<file path="src/rtl/rs_chien_seq.sv">
// Sequential Chien search over GF(2^SYMB_WIDTH). Lambda is evaluated at ROOTS_PER_CYCLE codeword positions per beat.
// Define RS_CHIEN_SEQ_PIPE_EN to add a register stage between lane evaluation and the outputs.
package gf_pkg;
  localparam int SYMB_WIDTH = 8;
  localparam int T_LEN      = 16;
  localparam logic [SYMB_WIDTH:0] GF_POLY = 9'h11D;
  localparam int GF_ORDER   = (1 << SYMB_WIDTH) - 1;

  function automatic logic [SYMB_WIDTH-1:0] gf_mult(input logic [SYMB_WIDTH-1:0] a,
                                                    input logic [SYMB_WIDTH-1:0] b);
    logic [SYMB_WIDTH-1:0] acc;
    logic [SYMB_WIDTH-1:0] sh;
    acc = '0;
    sh  = a;
    for (int n = 0; n < SYMB_WIDTH; n++) begin
      if (b[n]) acc = acc ^ sh;
      sh = sh[SYMB_WIDTH-1] ? ((sh << 1) ^ GF_POLY[SYMB_WIDTH-1:0]) : (sh << 1);
    end
    return acc;
  endfunction

  // alpha^e; e is reduced modulo the multiplicative group order
  function automatic logic [SYMB_WIDTH-1:0] gf_pow(input int e);
    logic [SYMB_WIDTH-1:0] p;
    p = SYMB_WIDTH'(1);
    for (int n = 0; n < e % GF_ORDER; n++) p = gf_mult(p, SYMB_WIDTH'(2));
    return p;
  endfunction
endpackage

module rs_chien_seq
  import gf_pkg::*;
#(
  parameter int N_LEN           = 255,
  parameter int ROOTS_PER_CYCLE = 8,
  parameter int CNT_W           = $clog2(N_LEN + 1)
) (
  input  logic                           aclk,
  input  logic                           aresetn,
  input  logic                           lambda_vld,
  output logic                           lambda_rdy,
  input  logic [T_LEN:0][SYMB_WIDTH-1:0] error_locator,
  output logic                           pos_vld,
  input  logic                           pos_rdy,
  output logic [ROOTS_PER_CYCLE-1:0]     error_bit_pos,
  output logic                           pos_sop,
  output logic                           pos_eop,
  output logic [CNT_W-1:0]               err_cnt,
  output logic                           fail
);
  localparam int P         = ROOTS_PER_CYCLE;
  localparam int NUM_BEATS = (N_LEN + P - 1) / P;
  localparam int K_W       = $clog2(NUM_BEATS + 1);
  localparam int DEG_W     = $clog2(T_LEN + 1);

  typedef enum logic [1:0] {IDLE, SEARCH, DRAIN} state_t;
  state_t state_reg, state_next;

  logic [SYMB_WIDTH-1:0] r_reg     [T_LEN+1];
  logic [SYMB_WIDTH-1:0] r_load    [T_LEN+1];
  logic [SYMB_WIDTH-1:0] r_step    [T_LEN+1];
  logic [SYMB_WIDTH-1:0] lane_term [P][T_LEN+1];
  logic [K_W-1:0]        k_reg;
  logic [DEG_W-1:0]      deg_reg, deg_in;
  logic                  lambda0_zero_reg;
  logic [CNT_W-1:0]      cnt_reg, beat_pop;
  logic [P-1:0]          lane_hit;
  logic                  last_chunk, load, issue, accept;

  // All multipliers are by compile-time constants, so each reduces to an XOR network.
  generate
    for (genvar gi = 0; gi <= T_LEN; gi++) begin : g_term
      localparam logic [SYMB_WIDTH-1:0] LOAD_C = gf_pow(GF_ORDER - (gi * (N_LEN - 1)) % GF_ORDER);
      localparam logic [SYMB_WIDTH-1:0] STEP_C = gf_pow(gi * P);
      assign r_load[gi] = gf_mult(error_locator[gi], LOAD_C);
      assign r_step[gi] = gf_mult(r_reg[gi], STEP_C);
      for (genvar gl = 0; gl < P; gl++) begin : g_lane
        localparam logic [SYMB_WIDTH-1:0] LANE_C = gf_pow(gi * gl);
        assign lane_term[gl][gi] = gf_mult(r_reg[gi], LANE_C);
      end
    end
  endgenerate

  always_comb begin
    logic [SYMB_WIDTH-1:0] acc;
    acc      = '0;
    lane_hit = '0;
    for (int i = 0; i < P; i++) begin
      acc = '0;
      for (int j = 0; j <= T_LEN; j++) acc = acc ^ lane_term[i][j];
      lane_hit[i] = (acc == '0) && ((int'(k_reg) * P + i) < N_LEN);
    end
  end

  always_comb begin
    deg_in = '0;
    for (int j = 1; j <= T_LEN; j++)
      if (error_locator[j] != '0) deg_in = DEG_W'(j);
  end

  assign last_chunk = (k_reg == K_W'(NUM_BEATS - 1));
  assign lambda_rdy = (state_reg == IDLE);
  assign load       = lambda_vld && lambda_rdy;
  assign accept     = pos_vld && pos_rdy;

`ifdef RS_CHIEN_SEQ_PIPE_EN
  logic         s2_vld_reg, s2_sop_reg, s2_eop_reg;
  logic [P-1:0] s2_bits_reg;

  // Both stages move together; a stalled output stage freezes the term registers too.
  assign issue = (state_reg == SEARCH) && (!s2_vld_reg || pos_rdy);

  always_ff @(posedge aclk or negedge aresetn) begin
    if (!aresetn) begin
      s2_vld_reg  <= 1'b0;
      s2_sop_reg  <= 1'b0;
      s2_eop_reg  <= 1'b0;
      s2_bits_reg <= '0;
    end else if (issue) begin
      s2_vld_reg  <= 1'b1;
      s2_sop_reg  <= (k_reg == '0);
      s2_eop_reg  <= last_chunk;
      s2_bits_reg <= lane_hit;
    end else if (accept) begin
      s2_vld_reg  <= 1'b0;
      s2_sop_reg  <= 1'b0;
      s2_eop_reg  <= 1'b0;
      s2_bits_reg <= '0;
    end
  end

  assign pos_vld       = s2_vld_reg;
  assign pos_sop       = s2_sop_reg;
  assign pos_eop       = s2_eop_reg;
  assign error_bit_pos = s2_bits_reg;
`else
  assign issue         = accept;
  assign pos_vld       = (state_reg == SEARCH);
  assign pos_sop       = pos_vld && (k_reg == '0);
  assign pos_eop       = pos_vld && last_chunk;
  assign error_bit_pos = pos_vld ? lane_hit : '0;
`endif

  always_comb begin
    beat_pop = '0;
    for (int i = 0; i < P; i++) beat_pop = beat_pop + CNT_W'(error_bit_pos[i]);
  end

  assign err_cnt = cnt_reg + beat_pop;
  assign fail    = pos_eop && ((int'(err_cnt) != int'(deg_reg)) || lambda0_zero_reg ||
                               ((deg_reg == '0) && (err_cnt != '0)));

  always_comb begin
    state_next = state_reg;
    unique case (state_reg)
      IDLE:    if (lambda_vld) state_next = SEARCH;
`ifdef RS_CHIEN_SEQ_PIPE_EN
      SEARCH:  if (issue && last_chunk) state_next = DRAIN;
      DRAIN:   if (accept && pos_eop) state_next = IDLE;
`else
      SEARCH:  if (accept && pos_eop) state_next = IDLE;
`endif
      default: state_next = IDLE;
    endcase
  end

  always_ff @(posedge aclk or negedge aresetn) begin
    if (!aresetn) begin
      state_reg        <= IDLE;
      k_reg            <= '0;
      deg_reg          <= '0;
      lambda0_zero_reg <= 1'b0;
      cnt_reg          <= '0;
      for (int j = 0; j <= T_LEN; j++) r_reg[j] <= '0;
    end else begin
      state_reg <= state_next;
      if (load) begin
        for (int j = 0; j <= T_LEN; j++) r_reg[j] <= r_load[j];
        k_reg            <= '0;
        deg_reg          <= deg_in;
        lambda0_zero_reg <= (error_locator[0] == '0);
        cnt_reg          <= '0;
      end else begin
        if (issue) begin
          for (int j = 0; j <= T_LEN; j++) r_reg[j] <= r_step[j];
          k_reg <= k_reg + K_W'(1);
        end
        if (accept) cnt_reg <= err_cnt;
      end
    end
  end
endmodule

</file>
<file path="config.mk">
export PLATFORM = sky130hd
export DESIGN_NAME = rs_chien_seq
export DESIGN_NICKNAME = d
export VERILOG_FILES = /design/src/rtl/rs_chien_seq.sv
export SDC_FILE = /design/constraint.sdc
export NUM_CORES = 2
export LEC_CHECK = 0
export CORE_MARGIN = 2
export CORE_UTILIZATION = 57
export CTS_CLUSTER_DIAMETER = 40
export DETAILED_ROUTE_END_ITERATION = 16
export GPL_TIMING_DRIVEN = 0
export PLACE_DENSITY = 0.8
export SLEW_MARGIN = 40
export SYNTH_ARGS = -nofsm -noshare
export SYNTH_HDL_FRONTEND = slang
export SYNTH_SLANG_ARGS = --single-unit
</file>
<file path="constraint.sdc">
create_clock -name aclk -period 6.35 [get_ports aclk]
set_input_delay 0.635 -clock aclk [delete_from_list [all_inputs] [get_ports aclk]]
set_output_delay 0.635 -clock aclk [all_outputs]
set_load 0.01 [all_outputs]
</file>
==> results of run 1 <==
==> metrics by stage <==
stage / cell area [um^2] / setup WS [ns] / hold slack [ns] / std cells
3_5_place_dp: 33200 / -2.46 / 0.496 / 4130
4_1_cts: 38900 / -1.55 / 0.0463 / 4370
3_3_place_gp: 32400 / -3.29 / 0.489 / 4121
2_1_floorplan: 29900 / -0.147 / 0.339 / 3284
==> cells by family after synthesis <==
family                     after synthesis  share of synthesized area, %
xor gates and xnor gates              2273                          71.1
and+or+nand+nor                        353                          5.27
AOI/OAI and AO/OA                      244                          5.09
buffers and inverters                  228                          4.05
DFF                                    157                          13.2
adders and majority gates               29                          1.32
==> routing by layer <==
metal / track usage, % / overflow
met2: 90.1 / 103
met3: 57.6 / 4
met4: 70.6 / 64
met1: 76.5 / 0
met5: 24.2 / 0
==> timing repair <==
action | 4_1_cts
gates resized for setup | 467
pin swaps | 116
setup buffers | 211
endpoints found under the setup margin | 17
==> Yosys cell counts, drive strengths merged, types with 2 or more instances <==
cell / number
a211oi: 11
a21o: 3
a21oi: 68
a221o: 12
a22o: 6
a22oi: 18
a31oi: 7
and3: 3
and4: 5
buf: 142
clkbuf: 51
dfrtp: 157
fa: 4
ha: 25
inv: 35
nand2: 138
nand2b: 2
nand3: 10
nand3b: 3
nand4: 11
nor2: 125
nor2b: 2
nor3: 14
nor4: 24
o211a: 4
o211ai: 11
o21ai: 72
o21bai: 2
o221ai: 6
o22ai: 15
o31ai: 2
or4: 12
xnor2: 1756
xnor3: 10
xor2: 507
==> impl_metrics.py, run 1 <==
metrics = {
    "run_status": {
        "status": "stopped before the end",
        "failed_stage": "global routing",
        "error_line": "[ERROR GRT-0116] Global routing finished with congestion. Check the congestion regions in the DRC Viewer.",
    },
    "cts": {
        "clock-root-buffer": "clkbuf_16",
        "cts_hold_buf": 0,
        "cts.sinks": 157,
        "htree_levels": 4,
        "cts_buffer_depth": 2,
        "cts_buffers": 17,
    },
    "logic_synthesis": {
        "synth.distinct_cells": 54,
        "synth_area_um2": 29900,
        "ys_seq_area_share_pct": 13.2,
        "ys_top_cells_by_area": "xnor2_1 49%, xor2_1 14%, dfrtp_1 13%",
        "synth_top_area_share_pct": 49.4,
        "ys_warn_count": 0,
        "syn_avg_cell_area_um2": 9.10,
        "syn_inst": 3284,
        "synth_edf_count": 0,
        "synth_top_area_cell": "xnor2_1",
        "async_flop_share_pct": 100,
        "syn_nets": 3453,
        "ys.flop_type": "dfrtp_1",
        "synth_seq_cells": 157,
    },
    "die": {
        "die_height_um": 233,
        "die_w_um": 233,
        "rows": 83,
        "pin_count": 161,
        "start_util_pct": 57.9,
    },
    "place": {
        "dp.final_hpwl_um": 139000,
        "io_buffers": 157,
        "gp_congestion": 1.32,
    },
    "global_routing": {
        "grt_pass1_wl_um": 275000,
        "overflow": 171,
        "grt_usage_pct": 74.0,
        "grt_pass1_vias": 31800,
        "grt_max_degree": 73,
    },
}
==> inputs of run 2 (changes only) <==
--- a/config.mk
+++ b/config.mk
@@ -6,11 +6,10 @@
 export NUM_CORES = 2
 export LEC_CHECK = 0
 export CORE_MARGIN = 2
-export CORE_UTILIZATION = 57
-export CTS_CLUSTER_DIAMETER = 40
+export CORE_UTILIZATION = 40
 export DETAILED_ROUTE_END_ITERATION = 16
 export GPL_TIMING_DRIVEN = 0
-export PLACE_DENSITY = 0.8
+export PLACE_DENSITY_LB_ADDON = 0.15
 export SLEW_MARGIN = 40
 export SYNTH_ARGS = -nofsm -noshare
 export SYNTH_HDL_FRONTEND = slang
==> constraint.sdc (replaced) <==
create_clock -name aclk -period 8.3 [get_ports aclk]
set_input_delay 0.83 -clock aclk [delete_from_list [all_inputs] [get_ports aclk]]
set_output_delay 0.83 -clock aclk [all_outputs]
set_load 0.01 [all_outputs]
==> run 2 against run 1 <==
Compared with the run above: the flow now finishes, with violations (setup timing); synthesized cell count stayed put; area after synthesis stayed put.
==> impl_metrics.py, run 2 <==
metrics = {
    "run_status": {
        "status": "finished, violations left",
        "violations": "setup timing",
    },
    "worst_setup_path": {
        "worst_ep_arrival_time_ns": 7.55,
        "r2r_start": "lane_term[1058]$_DFFE_PN0P_",
        "r2r_cells": 27,
        "endpoint_kind": "primary output",
        "crit_slowest_cell": "xnor2_1",
        "r2r_end": "cnt_reg[6]$_DFFE_PN0P_",
        "worstPathRequired_ns": 7.47,
        "critical_path_class": "reg2out",
        "critical_path.max_stage_delay_ns": 0.65,
        "path_buf_inv": 5,
        "cp_common_cell": "xnor2_1",
        "startpoint_type": "flop",
        "r2r_slack_ns": 1.56,
        "crit_family": "XOR/XNOR gates",
        "crit_chain": "buf_4 > xnor2_1 > xnor2_1 > xnor2_2 > xnor2_1 > xnor2_1 > xnor2_1 > xnor2_1 > xnor2_1 > nand4_1 > nor3_4 > buf_12 > fa_1 > inv_1 > fa_1 > inv_1 > ha_1 > fa_2 > or4_4 > o21ai_2 > nand4_1 > o31a_1 > dlygate4sd2_1",
        "cp_max_fo": 10,
    },
    "drt": {
        "num_vias": 28000,
        "dr.pass1.iters": 7,
        "via_per_inst": 5.89,
        "ant_nets": 0,
        "wl_um": 202000,
        "wire_per_inst_um": 42.6,
        "drcViolationCount": 0,
        "drt_iter0_drc": 4237,
    },
    "logic_synthesis": {
        "synth_area_um2": 29900,
        "synth.most_common_cell": "xnor2_1",
        "ys.flop_type": "dfrtp_1",
        "ys_seq_area_share_pct": 13.2,
        "synth_seq_cells": 157,
        "ys_warn_count": 0,
        "synthTopCellsByCount": "1,686 x xnor2_1, 462 x xor2_1, 157 x dfrtp_1",
        "syn_nets": 3453,
        "synth.distinct_cells": 54,
        "syn_avg_cell_area_um2": 9.10,
        "synth_top_area_share_pct": 49.4,
        "syn_inst": 3284,
        "synth_top_area_cell": "xnor2_1",
        "synth_edf_count": 0,
        "async_flop_share_pct": 100,
        "ys_top_cells_by_area": "xnor2_1 49%, xor2_1 14%, dfrtp_1 13%",
    },
    "cells_and_area": {
        "multi_input_area_um2": 30100,
        "regArea_um2": 3940,
        "fillers": 6594,
        "final_common_cell": "xnor2_1",
        "area_growth_syn_to_layout_pct": 41.2,
        "final_cell_mix": "1,379 x xnor2_1, 367 x xor2_1, 285 x buf_4",
        "largest_reg_flops": 136,
        "drive_gt1_share_pct": 28.1,
        "num-nets-final": 3933,
    },
    "place": {
        "io_buffers": 157,
        "gp_congestion": 1.16,
        "dp.final_hpwl_um": 163000,
        "pre_cts_ws_ns": -1.25,
    },
    "timing": {
        "worst_slew_margin_rel_pct": 35.5,
        "hold_violations": 0,
        "layout_worst_path_cycle_share_pct": 101,
        "layout_min_cycle_time_ns": 8.38,
        "tightestPinTransition_ns": 0.960,
        "rsz0062_at_grt": "yes",
        "finalSetupViolCount": 1,
        "fin_ws_ns": -0.0847,
        "finalClockSkew_ns": 0.0164,
        "fmax_mhz": 119,
        "slew_violations": 0,
    },
    "global_routing": {
        "grt_max_degree": 68,
        "antenna_found_initial": 9,
        "grt_pass1_vias": 26000,
        "overflow": 0,
        "grt_pass1_wl_um": 257000,
        "grt_usage_pct": 51.8,
    },
    "worst_hold_path": {
        "min_path_type": "in2async",
    },
    "cts": {
        "cts_tree": "yes",
        "clock-root-buffer": "clkbuf_16",
        "htree_levels": 4,
        "clock_latency_ns": 0.50,
        "cts.sinks": 157,
        "clk_pin_slew_ns": 0.08,
        "cts_buffer_depth": 2,
        "cts_buffers": 17,
    },
    "die": {
        "start_util_pct": 40.3,
        "coreArea_um2": 74200,
        "die_w_um": 277,
        "rows": 100,
        "die-area_um2": 76900,
        "die_height_um": 277,
        "pin_count": 161,
    },
    "job": {
        "maxCapViolCount": 0,
    },
}
## run 2: layer usage
layer | vias to the layer above | track usage, % | part of all wire [%]
met1 | 13700 | 60.4 | 35
met3 | 701 | 21.5 | 14
met4 | 8 | 45.0 | 11
met5 | - | 0.313 | 0.029
li1 | 11200 | - | -
met2 | 2314 | 72.8 | 40
## run 2: how the worst max path moves through the flow
stage,start,end,slack [ns],depth (start not counted)
after floorplan,lane_term[990]$_DFFE_PN0P_,fail,1.37,23
after global placement,lane_term[990]$_DFFE_PN0P_,fail,-2.71,23
after detailed placement,lane_term[975]$_DFFE_PN0P_,fail,-1.25,25
after CTS,lane_term[1026]$_DFFE_PN0P_,fail,0.11,26
after global routing,lane_term[1045]$_DFFE_PN0P_,fail,-0.20,27
final,lane_term[984]$_DFFE_PN0P_,fail,-0.08,23
## run 2: stage by stage
| stage | cell area [um^2] | std cells | hold WS [ns] | util [%] | setup TNS [ns] |
|---|---|---|---|---|---|
| after detailed placement | 33900 | 4429 | 0.495 | 45.7 | -5.31 |
| after global routing | 42200 | 4746 | 0.237 | 56.8 | -0.205 |
| after global placement | 32700 | 4410 | 0.488 | 44.0 | -121.27 |
| final | 42200 | 4752 | 0.206 | 56.9 | -0.0847 |
| after floorplan | 29900 | 3284 | 0.447 | - | 0 |
| after CTS | 40700 | 4680 | 0.212 | 54.8 | 0 |
## run 2: layout make-up
| cell class | count | area share [%] |
|---|---|---|
| Antenna cell | 6 | 0.0356 |
| Buffer | 186 | 3.67 |
| Clock buffer | 19 | 1.05 |
| Clock inverter | 13 | 0.356 |
| Inverter | 35 | 0.317 |
| Multi-Input combinational cell | 2899 | 71.3 |
| Sequential cell | 157 | 9.35 |
| Tap cell | 969 | 2.87 |
| Timing Repair Buffer | 468 | 11.1 |
## run 2: worst reg2reg max path, cell delays in order (launching register included)
cell and delay, ns:
dfrtp_1 0.37, buf_4 0.23, xnor2_4 0.37, xnor2_2 0.18, xnor2_2 0.34, xnor2_2 0.18
xnor2_1 0.31, xnor2_1 0.17, xnor2_2 0.26, xnor2_1 0.11, nor4_2 0.31, nand4_1 0.35
fa_1 0.68, inv_4 0.10, fa_1 0.49, inv_1 0.05, fa_1 0.48, inv_1 0.04
ha_1 0.21, fa_2 0.41, a21oi_2 0.14, nor2_1 0.06, nor2_2 0.13, nor2b_1 0.06
o21ai_1 0.16, xor2_1 0.21, buf_4 0.14, o21ai_0 0.08
## run 2: what timing repair did
action	CTS	global route
gates resized for setup	523	131
pin swaps	139	79
setup buffers	224	67
setup endpoints to repair	9	5
hold buffers	0	0
## run 2: logic make-up (layout without fill, tap and decap cells)
group,after synthesis,in the layout,synth area share (%)
compound gates,244,244,5.09
flops,157,157,13.2
other cells,0,6,0
xor+xnor,2273,2273,71.1
simple gates,353,353,5.27
fa+ha+maj,29,29,1.32
buf+inv,228,721,4.05
Power of run 2 is not shown: default switching activity piles up to over one toggle a cycle in this logic, so the estimate is an artifact.
